## config.mk

```make
export PLATFORM = sky130hd
export DESIGN_NAME = m_64spi_slave
export DESIGN_NICKNAME = d
export VERILOG_FILES = /design/src/rtl/m_64spi_slave.sv
export SDC_FILE = /design/constraint.sdc
export NUM_CORES = 1
export LEC_CHECK = 0
export BUFFER_PORTS_ARGS = -buffer_cell sky130_fd_sc_hd__buf_2
export CORE_ASPECT_RATIO = 0.75
export CORE_MARGIN = 2
export CORE_UTILIZATION = 51
export DETAILED_ROUTE_END_ITERATION = 8
export PLACE_DENSITY = 0.81
export SLEW_MARGIN = 20
export SYNTH_ARGS = -nofsm -noshare
export SYNTH_HDL_FRONTEND = slang
export SYNTH_SLANG_ARGS = --single-unit
```

## constraint.sdc

```tcl
create_clock -name clk -period 1.65 [get_ports clk]
set_input_delay 0.0825 -clock clk [delete_from_list [all_inputs] [get_ports clk]]
set_output_delay 0.0825 -clock clk [all_outputs]
set_load 0.03 [all_outputs]
```

## src/rtl/m_64spi_slave.sv

```systemverilog
// SPI mode-0 slave, MSB first, fully synchronous to clk: SCLK/SS_N/MOSI are
// oversampled through synchronizers and edge-detected into one-cycle strobes.
module m_64spi_slave #(
   parameter int WIDTH       = 64,
   parameter int SYNC_STAGES = 2
) (
   input  logic             clk,
   input  logic             reset_n,
   input  logic             SCLK_SLAVE,
   input  logic             SS_N_SLAVE,
   input  logic             MOSI_SLAVE,
   output logic             MISO_SLAVE,
   input  logic [WIDTH-1:0] tx_data,
   output logic [WIDTH-1:0] rx_data,
   output logic             rx_valid,
   output logic             frame_err,
   output logic             busy
);

   // Room for the WIDTH+1 over-length marker as well as the full count.
   localparam int CW = $clog2(WIDTH + 2);
   localparam logic [CW-1:0] CNT_FULL = CW'(WIDTH);
   localparam logic [CW-1:0] CNT_OVER = CW'(WIDTH + 1);

   localparam logic [1:0] S_IDLE   = 2'd0;
   localparam logic [1:0] S_ACTIVE = 2'd1;
   localparam logic [1:0] S_DONE   = 2'd2;

   logic [SYNC_STAGES-1:0] sclk_sync_q;
   logic [SYNC_STAGES-1:0] ss_sync_q;
   logic [SYNC_STAGES-1:0] mosi_sync_q;
   logic                   sclk_prev_q;
   logic                   ss_prev_q;

   logic                   sclk_s;
   logic                   ss_s;
   logic                   mosi_s;
   logic                   sclk_rise_s;
   logic                   sclk_fall_s;
   logic                   ss_fall_s;
   logic                   ss_rise_s;

   logic [1:0]             state_q,    state_d;
   logic [WIDTH-1:0]       tx_shift_q, tx_shift_d;
   logic [WIDTH-1:0]       rx_shift_q, rx_shift_d;
   logic [CW-1:0]          bit_cnt_q,  bit_cnt_d;
   logic [WIDTH-1:0]       rx_data_q,  rx_data_d;
   logic                   rx_valid_q, rx_valid_d;
   logic                   frame_err_q, frame_err_d;
   logic                   busy_q,     busy_d;
   logic                   miso_q,     miso_d;
   logic                   pend_q,     pend_d;

   // Synchronizer chains and edge-detect history, preset to idle line levels.
   always_ff @(posedge clk or negedge reset_n) begin
      if (!reset_n) begin
         sclk_sync_q <= '0;
         ss_sync_q   <= '1;
         mosi_sync_q <= '0;
         sclk_prev_q <= 1'b0;
         ss_prev_q   <= 1'b1;
      end else begin
         sclk_sync_q <= {sclk_sync_q[SYNC_STAGES-2:0], SCLK_SLAVE};
         ss_sync_q   <= {ss_sync_q[SYNC_STAGES-2:0], SS_N_SLAVE};
         mosi_sync_q <= {mosi_sync_q[SYNC_STAGES-2:0], MOSI_SLAVE};
         sclk_prev_q <= sclk_s;
         ss_prev_q   <= ss_s;
      end
   end

   assign sclk_s      = sclk_sync_q[SYNC_STAGES-1];
   assign ss_s        = ss_sync_q[SYNC_STAGES-1];
   assign mosi_s      = mosi_sync_q[SYNC_STAGES-1];
   assign sclk_rise_s = sclk_s & ~sclk_prev_q;
   assign sclk_fall_s = ~sclk_s & sclk_prev_q;
   assign ss_fall_s   = ~ss_s & ss_prev_q;
   assign ss_rise_s   = ss_s & ~ss_prev_q;

   // Frame FSM, shift registers and output next-state.
   always_comb begin
      state_d     = state_q;
      tx_shift_d  = tx_shift_q;
      rx_shift_d  = rx_shift_q;
      bit_cnt_d   = bit_cnt_q;
      rx_data_d   = rx_data_q;
      rx_valid_d  = 1'b0;
      frame_err_d = 1'b0;
      pend_d      = pend_q;
      case (state_q)
         S_IDLE: begin
            if (ss_fall_s || pend_q) begin
               tx_shift_d = tx_data;
               bit_cnt_d  = '0;
               pend_d     = 1'b0;
               state_d    = S_ACTIVE;
            end else begin
               pend_d = 1'b0;
            end
         end
         S_ACTIVE: begin
            if (ss_rise_s) begin
               state_d = S_DONE;
            end else if (sclk_rise_s) begin
               if (bit_cnt_q < CNT_FULL) begin
                  rx_shift_d = {rx_shift_q[WIDTH-2:0], mosi_s};
                  bit_cnt_d  = bit_cnt_q + {{(CW-1){1'b0}}, 1'b1};
               end else begin
                  bit_cnt_d = CNT_OVER;
               end
            end else if (sclk_fall_s) begin
               // The fall after the last bit also shifts, so over-length bits read back as 0.
               if (bit_cnt_q != CNT_OVER) begin
                  tx_shift_d = {tx_shift_q[WIDTH-2:0], 1'b0};
               end else begin
                  tx_shift_d = tx_shift_q;
               end
            end else begin
               state_d = S_ACTIVE;
            end
         end
         S_DONE: begin
            if (bit_cnt_q == CNT_FULL) begin
               rx_data_d  = rx_shift_q;
               rx_valid_d = 1'b1;
            end else begin
               frame_err_d = 1'b1;
            end
            pend_d  = ss_fall_s;
            state_d = S_IDLE;
         end
         default: begin
            state_d = S_IDLE;
         end
      endcase
      busy_d = (state_d != S_IDLE);
      miso_d = (state_d == S_ACTIVE) ? tx_shift_d[WIDTH-1] : 1'b0;
   end

   // State and registered outputs.
   always_ff @(posedge clk or negedge reset_n) begin
      if (!reset_n) begin
         state_q     <= S_IDLE;
         tx_shift_q  <= '0;
         rx_shift_q  <= '0;
         bit_cnt_q   <= '0;
         rx_data_q   <= '0;
         rx_valid_q  <= 1'b0;
         frame_err_q <= 1'b0;
         busy_q      <= 1'b0;
         miso_q      <= 1'b0;
         pend_q      <= 1'b0;
      end else begin
         state_q     <= state_d;
         tx_shift_q  <= tx_shift_d;
         rx_shift_q  <= rx_shift_d;
         bit_cnt_q   <= bit_cnt_d;
         rx_data_q   <= rx_data_d;
         rx_valid_q  <= rx_valid_d;
         frame_err_q <= frame_err_d;
         busy_q      <= busy_d;
         miso_q      <= miso_d;
         pend_q      <= pend_d;
      end
   end

   assign MISO_SLAVE = miso_q;
   assign rx_data    = rx_data_q;
   assign rx_valid   = rx_valid_q;
   assign frame_err  = frame_err_q;
   assign busy       = busy_q;

endmodule
```

==> results.ini <==
[synthesis]
syn_avg_cell_area_sq_um = 12.0
synth_compound_area_share_pct = 9.58
async_flop_share_pct = 100
syn_area_sq_um = 8560
synth_ff_type = dfrtp_1
synthAdderAreaFrac_pct = 0.439
synth-edff-count = 0
synth-simple-area-share_pct = 15.2
synth_nets = 783
netlist_instances = 711
ys_ff_latch = 214
ys_seq_area_share_pct = 62.6
ys_types = 41
synth_top_family_by_area = simple AND/OR/NAND/NOR gates
synth_xor_xnor_area_share_pct = 0
synth_warnings = 0
synth_mux_area_share_pct = 8.66

[clocking]
cts.sinks = 214
htreeDepth = 1
cts_buffers = 21
ctsRootBufferMaster = clkbuf_16
clk_latency_ns = 0.50
cts_tree = yes
clk_pin_slew_worst_paths_ns = 0.07
cts_buffer_depth = 3

[global_routing]
grt_first_pass_wirelength_um = 33200
gr-total-overflow = 0
grt_max_degree = 67
grt_util_all_layers_pct = 22.8
antenna_found_initial = 0
grt_pass1_vias = 6417

[worst_setup_path]
worstPathArrival_ns = 2.13
critPathMaxStageDelay_ns = 0.40
cp_slowest_cell = dfrtp_1
start_kind = flop
endpoint_kind = flop
path_cells = nor2_2 > buf_4 > a41oi_4 > buf_12 > a32oi_2 > a21bo_2
crit_family = compound AO/OA/AOI/OAI gates
crit_buf_inv = 2
worstPathRequired_ns = 2.03
r2r-end = tx_shift_q[63]$_DFF_PN0_
worst-r2r-setup-slack_ns = -0.1
reg2reg_from = bit_cnt_q[4]$_DFFE_PN0P_
reg2reg_depth = 6
path_class = reg2reg
critPathMaxFanout = 64

[outcome]
run_status = finished with violations
violations = negative setup slack

[timing]
fmax_mhz = 572
period_share_pct = 106
period_needed_ns = 1.75
setup_violations = 125
drv_slew = 0
whs_ns = 0.0744
slew-limit-headroom_pct = 75.2
finalHoldViolations = 0
rsz0062_at_grt = true
fin_ws_ns = -0.0981
clock_skew_ns = 0.0177
worst_slew_pin_slew_ns = 0.372

[die]
rows = 40
dieArea_sq_um = 17800
ios = 137
die_h_um = 116
placeableCoreArea_sq_um = 16200
start_util_pct = 52.8
die_w_um = 154

[cells_and_area]
fin_util_pct = 70.6
final_cell_area_sq_um = 11400
areaGrowthSynthToFinish_pct = 33.8
drive_gt1_share_pct = 33.5
final_common_cell = dfrtp_1
antenna_cells = 0
num-nets-final = 1013
finalNonFillerCells = 1166
fillers = 1108
final_cell_mix = 210 x dfrtp_1, 199 x nand2_1, 135 x buf_2

[drt]
routedWlPerCell_um = 18.7
post-route-drc-count = 0
antenna_left = 0
drt_iter0_drc = 579
dr.pass1.iters = 5
drt-total-wl_um = 21800
viasPerCell = 5.59
vias = 6513

[placed_design]
dp_hpwl_um = 11200
io_buffers = 136
place_ws_ns = -0.0784
placed_cells = 1047
placed_area_sq_um = 9660
gp_congestion = 0.853

[run]
maxCapViolCount = 0

[power_and_ir_drop]
p_leak_nw = 6.24
ir_worst_vdd_mv = 0.818
pwr_density_cell_nw_per_um2 = 1110

[hold_path]
hp-class = in2async

## layout make-up
cell class	count	area (sq um)	share of cell area (%)
well taps	210	263	2.30
inverters	3	11.3	0.0984
clock buffers	28	572	5.00
multi-input cells	445	3060	26.8
flip-flops and latches	214	5360	46.8
repair buffers	256	2040	17.8
clock inverters	10	135	1.18
## how the worst max path moves through the flow
| stage | from | to | depth (start not counted) |
|---|---|---|---|
| floorplan | ss_sync_q[1]$_DFF_PN1_ | tx_shift_q[62]$_DFFE_PN0P_ | 6 |
| global placement | bit_cnt_q[4]$_DFFE_PN0P_ | tx_shift_q[63]$_DFF_PN0_ | 6 |
| detailed placement | bit_cnt_q[1]$_DFFE_PN0P_ | tx_shift_q[63]$_DFF_PN0_ | 7 |
| CTS | ss_prev_q$_DFF_PN1_ | tx_shift_q[53]$_DFFE_PN0P_ | 5 |
| global route | bit_cnt_q[4]$_DFFE_PN0P_ | tx_shift_q[63]$_DFF_PN0_ | 6 |
| finish | bit_cnt_q[4]$_DFFE_PN0P_ | tx_shift_q[63]$_DFF_PN0_ | 6 |
## stage by stage
stage	setup TNS (ns)	power, mW
6_report	-6.01	12.7
5_1_grt	-15.30	13.2
4_1_cts	-1.53	12.6
3_5_place_dp	-2.75	7.47
3_3_place_gp	-0.590	7.42
2_1_floorplan	-0.716	6.90
## report_power, final
part	total [mW]	switching, mW	internal, mW
sequential	6.12	0.358	5.77
clock	4.95	2.02	2.93
combinational	1.62	0.772	0.852
total	12.7	3.15	9.55
## worst register-to-register path, cell delays in order, from the launching register on
cell and delay (ns):
dfrtp_1 0.40, nor2_2 0.16, buf_4 0.14, a41oi_4 0.15
buf_12 0.23, a32oi_2 0.29, a21bo_2 0.26
## sequential cells by signal (all words and copies together), names as in the netlist
| register | cells |
|---|---|
| frame_err | 1 |
| pend_q | 1 |
| sclk_prev_q | 1 |
| state_q | 2 |
| mosi_sync_q | 2 |
| tx_shift_q | 64 |
| MISO_SLAVE | 1 |
| ss_prev_q | 1 |
| rx_shift_q | 64 |
| rx_valid | 1 |
| busy | 1 |
| bit_cnt_q | 7 |
| sclk_sync_q | 2 |
| ss_sync_q | 2 |
| rx_data | 64 |
## cell families (layout without fill, tap and decap cells)
group                    after synthesis  in the layout
buffers and inverters                 52            297
multiplexers                          66             66
AO/OA/AOI/OAI                         87             87
adder cells (fa/ha/maj)                3              3
flip-flops                           214            214
AND/OR/NAND/NOR                      289            289
## cells in the mapped netlist, types with 5 or more instances
cell / number / area [sq um]
a21oi_1: 5 / 25.0
a221o_1: 59 / 591
and3_1: 63 / 394
buf_2: 13 / 65.1
buf_6: 12 / 135
clkbuf_1: 24 / 90.1
dfrtp_1: 211 / 5280
mux2_1: 15 / 169
mux2_2: 49 / 552
nand2_1: 199 / 747
nor2_1: 7 / 26.3
## repair_timing
| action | CTS | global route |
|---|---|---|
| gates resized for setup | 20 | 26 |
| setup buffers | 1 | 4 |
| cloned | 1 | 7 |
| hold buffers | 68 | 0 |
| pin swaps | 3 | 2 |
| endpoints found under the setup margin | 137 | 186 |
| hold endpoints to repair | 281 | 0 |
## routing by layer
| layer | wire length [um] | global-route usage, % | vias to the layer above | part of all wire (%) |
|---|---|---|---|---|
| li1 | - | - | 2947 | - |
| met1 | 9510 | 32.1 | 3220 | 44 |
| met3 | 1210 | 3.45 | 65 | 5.6 |
| met4 | 663 | 7.58 | 0 | 3.0 |
| met5 | 0 | 0 | - | 0 |
| met2 | 10400 | 37.2 | 281 | 48 |
Power figures use the tool's default switching activity.
